## src/rtl/fixed_multiply_pipe.sv

```systemverilog
// fixed_multiply_pipe
// Pipelined signed fixed-point multiplier for the streaming sample path.
// The full-width product is rescaled to the operand Q format, with optional
// round-half-up and optional saturation. o_overflow reports when the rescaled
// product does not fit in operand_size bits.
//
// Ports:
//   i_clk       clock
//   i_rst       synchronous active-high reset
//   i_valid     input sample valid
//   o_ready     input can be accepted this cycle
//   i_a, i_b    signed operands, Q(operand_size-fractional_size).fractional_size
//   o_valid     o_res / o_overflow valid
//   i_ready     downstream accepts output this cycle
//   o_res       scaled product in operand format
//   o_overflow  result exceeded the representable range
//
// Pipeline mapping: with pipeline_depth >= 2 the raw product is registered
// first and rescaling happens into the next stage. The remaining stages are
// plain delay registers. With pipeline_depth == 1 everything is combinational
// into the single output register.
module fixed_multiply_pipe #(
    parameter int fractional_size = 12,
    parameter int operand_size    = 32,
    parameter int pipeline_depth  = 3,
    parameter bit round_mode      = 1'b1,
    parameter bit saturate        = 1'b1
) (
    input  logic                    i_clk,
    input  logic                    i_rst,
    input  logic                    i_valid,
    output logic                    o_ready,
    input  logic [operand_size-1:0] i_a,
    input  logic [operand_size-1:0] i_b,
    output logic                    o_valid,
    input  logic                    i_ready,
    output logic [operand_size-1:0] o_res,
    output logic                    o_overflow
);

    localparam int PW = 2 * operand_size;
    // number of result-carrying stages (the product stage is separate)
    localparam int DS = (pipeline_depth > 1) ? pipeline_depth - 1 : 1;
    localparam logic signed [PW:0] HALF = (PW+1)'(1) << (fractional_size - 1);

    // Returns {overflow, result}. The rounding add is one bit wider than the
    // product so it cannot wrap.
    function automatic logic [operand_size:0] f_scale(input logic signed [PW-1:0] p);
        logic signed [PW:0]        v_p;
        logic signed [PW:0]        v_r;
        logic                      v_ovf;
        logic [operand_size-1:0]   v_res;
        v_p = {p[PW-1], p};
        if (round_mode)
            v_p = v_p + HALF;
        v_r = v_p >>> fractional_size;
        // fits only if every bit above the result sign bit equals the sign
        v_ovf = !((&v_r[PW:operand_size-1]) || !(|v_r[PW:operand_size-1]));
        if (saturate && v_ovf)
            v_res = v_r[PW] ? {1'b1, {(operand_size-1){1'b0}}}
                            : {1'b0, {(operand_size-1){1'b1}}};
        else
            v_res = v_r[operand_size-1:0];
        return {v_ovf, v_res};
    endfunction

    logic signed [PW-1:0]      w_a_ext;
    logic signed [PW-1:0]      w_b_ext;
    logic signed [PW-1:0]      w_prod;
    logic [operand_size:0]     w_scaled;
    logic                      w_advance;
    logic                      w_accept;

    logic [pipeline_depth-1:0] r_vld;
    logic [operand_size-1:0]   r_res [DS];
    logic [DS-1:0]             r_ovf;

    assign w_a_ext   = {{operand_size{i_a[operand_size-1]}}, i_a};
    assign w_b_ext   = {{operand_size{i_b[operand_size-1]}}, i_b};
    assign w_prod    = w_a_ext * w_b_ext;

    assign w_advance = !o_valid || i_ready;
    assign o_ready   = w_advance && !i_rst;
    assign w_accept  = i_valid && o_ready;

    generate
        if (pipeline_depth == 1) begin : g_comb
            assign w_scaled = f_scale(w_prod);
        end else begin : g_prod
            logic signed [PW-1:0] r_prod;
            always_ff @(posedge i_clk) begin
                if (i_rst)
                    r_prod <= '0;
                else if (w_advance)
                    r_prod <= w_prod;
            end
            assign w_scaled = f_scale(r_prod);
        end
    endgenerate

    // r_vld[0] tracks the first stage; the last result stage lines up with
    // r_vld[pipeline_depth-1]. Bubbles shift along like real samples.
    always_ff @(posedge i_clk) begin
        if (i_rst) begin
            r_vld <= '0;
            r_ovf <= '0;
            for (int i = 0; i < DS; i++)
                r_res[i] <= '0;
        end else if (w_advance) begin
            r_vld[0] <= w_accept;
            for (int i = 1; i < pipeline_depth; i++)
                r_vld[i] <= r_vld[i-1];
            r_res[0] <= w_scaled[operand_size-1:0];
            r_ovf[0] <= w_scaled[operand_size];
            for (int i = 1; i < DS; i++) begin
                r_res[i] <= r_res[i-1];
                r_ovf[i] <= r_ovf[i-1];
            end
        end
    end

    assign o_valid    = r_vld[pipeline_depth-1];
    assign o_res      = r_res[DS-1];
    assign o_overflow = r_ovf[DS-1];

endmodule

```

## config.mk

```make
export PLATFORM = sky130hd
export DESIGN_NAME = fixed_multiply_pipe
export DESIGN_NICKNAME = d
export VERILOG_FILES = /design/src/rtl/fixed_multiply_pipe.sv
export SDC_FILE = /design/constraint.sdc
export NUM_CORES = 2
export LEC_CHECK = 0
export ABC_AREA = 1
export BUFFER_PORTS_ARGS = -buffer_cell sky130_fd_sc_hd__buf_4
export CAP_MARGIN = 20
export CORE_UTILIZATION = 56
export CTS_CLUSTER_DIAMETER = 100
export CTS_CLUSTER_SIZE = 14
export DETAILED_ROUTE_END_ITERATION = 8
export PLACE_DENSITY_LB_ADDON = 0.05
export SYNTH_ARGS = -nofsm -noshare
export SYNTH_HDL_FRONTEND = slang
export SYNTH_SLANG_ARGS = --single-unit
```

## constraint.sdc

```tcl
create_clock -name i_clk -period 11 [get_ports i_clk]
set_input_delay 2.2 -clock i_clk [delete_from_list [all_inputs] [get_ports i_clk]]
set_output_delay 2.2 -clock i_clk [all_outputs]
set_load 0.03 [all_outputs]
```

# Word-level counts from Yosys, hierarchy flattened
# Memory sizes are Yosys's and may differ from the RTL's.
# Cells that the tools add are included.
[classes]
add_sub_neg = 1
multipliers = 1
mux = 9
n_bitwise = 2
n_reduce_logical = 10
[ops]
columns = ["cell", "n"]
rows = [
  ["32-bit 2-to-1 mux", 4],
  ["64-bit by 13-bit adder with 65-bit output, second input constant", 1],
  ["32-bit by 32-bit multiplier with 64-bit output", 1],
  ["22-bit AND reduction", 1],
  ["22-bit OR reduction", 1],
  ["1-bit 2-to-1 mux", 5],
  ["1-bit logical NOT", 4],
  ["1-bit logical AND", 2],
  ["1-bit logical OR", 2],
  ["1-bit bitwise OR", 2],
]
[word_totals]
reg_bits = 69
ramBits = 64
inputBits = 68
word_cells = 27
n_memories = 1
[mem_list]
columns = ["name", "depth", "width", "rd", "rd_ports_with_merged_regs", "wr", "line_no", "text"]
rows = [
  ["r_res", 2, 32, 2, 0, 2, "75", "logic [operand_size-1:0] r_res [DS];"],
]

# Depth between registers and ports, before layout
[depth]
ltp_word = 6
depth_mapped = 33
mapped_depth_nobuf = 32

# Least setup slack after synthesis
# Ideal clock, no wire load.
[synth_path]
path_kind = "input port to flip-flop"
startpoint = "input i_a[31]"
endpoint = "register g_prod.r_prod[57]"
setup_ns = 0.119
arrival_ns = 8.866
required_ns = 10.881
slack_ns = 2.015
path_stages = 29
n_path_buf = 1
cell_sequence = "clkbuf_1 > nand2_1 > inv_1 > fa_1 > inv_1 > fa_1 > inv_1 > fa_1 > fa_1 > inv_1 > fa_1 > inv_1 > fa_1 > inv_1 > fa_1 > inv_1 > fa_1 > ha_1 > nand2_1 > nor2_1 > inv_1 > nor2_1 > nand2_1 > nor3_1 > nand2_1 > nand3_1 > a21oi_1 > o21ai_0 > nand2_1"
[synth_between]
elab_chain_cells = 1
[synth_rtl]
columns = ["element", "line_no", "text"]
rows = [
  ["start: declaration", "33", "input logic [operand_size-1:0] i_a,"],
  ["32-bit by 32-bit multiplier with 64-bit output", "80", "assign w_prod = w_a_ext * w_b_ext;"],
  ["end signal: assignment", "95", "r_prod <= w_prod;"],
  ["end: declaration", "90", "logic signed [PW-1:0] r_prod;"],
]
# No other way between the ends.
# A chain may end at the register's enable or synchronous reset.

# Worst setup path after layout
[layout_path]
startpoint = "input i_b[5]"
endpoint = "register g_prod.r_prod[57]"
[layout_between]
elab_chain_cells = 1
[layout_rtl]
columns = ["element", "line_no", "text"]
rows = [
  ["start: declaration", "34", "input logic [operand_size-1:0] i_b,"],
  ["32-bit by 32-bit multiplier with 64-bit output", "80", ""],
]
# No other way between the ends.

==> flow_summary.toml <==
[clock_network]
root_buffer = "clkbuf_16"
hold_buffers = 0
cts_tree = "yes"
cts_buffers = 17
cts.sinks = 122
clock_path_buffers = 2
cts_htree_levels = 4
clk_latency_ns = 0.42
cts.clk_slew.worst_paths_ns = 0.07
cts_setup_buffers = 0
ctsResizeCount = 0

[timing]
max-slew-margin-rel_pct = 40.33
hold_viol = 0
setup_viol = 0
period_needed_ns = 9.641
finalSetupTns_ns = 0
fin_skew_ns = 0.01142
tightest_slew_ns = 0.8856
layout_setup_ws_ns = 1.359
maxSlewViolCount = 0
rsz0062_at_grt = "no"
finalCritPeriodShare_pct = 87.65
max_freq_mhz = 103.7

[global_route]
grt_overflow = 0
grt_usage_pct = 33.31
grt_pass1_vias = 36090
grt_max_degree = 68
antenna_found_initial = 5
grt_pass1_wl_um = 201800

[logic_synthesis]
yosysSeqAreaShare_pct = 7.018
ys_seq_elements = 122
post_synth.cell_area_avg_um2 = 7.877
synth_edf_count = 64
ys_types = 41
yosys_warnings = 0
synth_cells = 5577
synthArstFlopShare_pct = 0
ys.flop_type = "edfxtp_1"
synth_area_mm2 = 0.04393
syn-num-nets = 6907

[worst_setup_path]
cpPeakStageDelay_ns = 0.88
reg2reg_to = "r_res[0][14]"
required_ns = 11.31
reg2reg_depth = 14
ff2ff_setup_slack_ns = 7.53
path_class = "in -> reg"
end_kind = "register"
startpoint_type = "input port"
reg2reg_from = "g_prod.r_prod[11]"
worstPathMaxFanout = 32
crit_arrival_ns = 9.95
slowest_stage = "fa_1"

[final_layout]
fin_nets = 6793
layout_commonest_cell = "inv_1"
drive_gt1_share_pct = 3.397
post-route-util_pct = 58.80
mostFrequentLayoutCells = "inv_1, nand2_1, fa_1"
stdcell_area_mm2 = 0.04563
syn2layout_area_growth_pct = 3.871

[routing]
dr.pass1.iters = 6
remaining_drc_errors = 0
routed_wl_um = 124300
drtAntennaViolNets = 0
avgRoutedWirePerCell_um = 19.08
via_count = 33810
via_per_inst = 5.188
dr.first_iter.drc_count = 2438

[floorplanning]
die_area_mm2 = 0.07957
fp.dieH_um = 282.1
initial_core_util_pct = 56.61
rows = 102
dieWidth_um = 282.1
coreArea_mm2 = 0.07759
io_pins = 103

[outcome]
outcome = "completed"

[worst_hold_path]
hp-class = "reg -> reg"
min_to = "r_ovf[1]"
hold_path.startpoint = "r_ovf[1]"
hold-path-cell-count = 2

[place]
dp_hpwl_um = 103000
placed_area_mm2 = 0.04502
place.gp.congestion = 0.9891
pre_cts_ws_ns = 0.8761
io_buffers = 102

[job]
drv_cap = 0
## Yosys cell counts, types with 18 or more instances
| cell | count | share of area [%] |
|---|---|---|
| a21oi_1 | 138 | 1.6 |
| buf_4 | 32 | 0.55 |
| clkbuf_1 | 207 | 1.8 |
| dfxtp_1 | 58 | 2.6 |
| edfxtp_1 | 64 | 4.4 |
| fa_1 | 1081 | 49 |
| ha_1 | 181 | 5.2 |
| inv_1 | 1669 | 14 |
| nand2_1 | 1460 | 12 |
| nand3_1 | 69 | 0.79 |
| nand4_1 | 23 | 0.33 |
| nor2_1 | 313 | 2.7 |
| o21ai_0 | 113 | 1.3 |
| xnor2_1 | 18 | 0.36 |
| xor2_1 | 29 | 0.58 |
## layer usage
metal	share of wire [%]	global-route usage (%)	routed length, um
met1	42	45.46	52770
met2	48	56.91	60170
met3	6.8	4.113	8438
met4	2.3	7.539	2894
met5	0.030	0	37
## registers in the layout, summed over array words and instances, names as in the netlist
| name | count |
|---|---|
| r_res | 64 |
| g_prod.r_prod | 53 |
| r_vld | 3 |
| r_ovf | 2 |
## through the flow
step,hold WS (ns),cells
after CTS,0.4668,6516
after global routing,0.5037,6517
final,0.4715,6517
after detailed placement,0.4491,6484
after global placement,0.4427,6484
after floorplan,0.4304,5577
## cell families (layout without fill, tap and decap cells)
logic type	Yosys count	after routing	synth area share, %
compound gates	312	312	3.854
other cells	0	1	0
fa+ha+maj	1262	1262	54.42
buf+inv	1919	1818	16.73
xor+xnor	47	47	0.9371
simple gates	1915	1915	17.04
flops	122	122	7.018
## final cells by class
cell class	count	area [um2]
clock buffers	17	425.4
inverters	1670	6270
fillers	7421	31970
multi-input cells	3536	33500
clock inverters	15	176.4
flip-flops and latches	122	3083
diodes	1	2.502
repair buffers	116	870.8
well taps	1040	1301
## how the worst max path moves through the flow
| stage | startpoint | endpoint | slack, ns |
|---|---|---|---|
| floorplan | i_a[31] | g_prod.r_prod[57] | 2.02 |
| global placement | i_b[5] | g_prod.r_prod[61] | 1.03 |
| detailed placement | i_b[5] | g_prod.r_prod[61] | 0.88 |
| CTS | i_b[5] | g_prod.r_prod[61] | 1.32 |
| global route | i_b[5] | g_prod.r_prod[54] | 0.89 |
| finish | i_b[5] | g_prod.r_prod[57] | 1.36 |
## critical path: cells and delay by family
kind / cells / cell delay (ns)
adder cells (fa/ha/maj): 9 / 4.72
buffers and inverters: 9 / 1.59
AND/OR/NAND/NOR: 9 / 1.23
AO/OA/AOI/OAI: 2 / 0.18
Power is not shown: default switching activity piles up to over one toggle a cycle in this logic, so the estimate is an artifact.
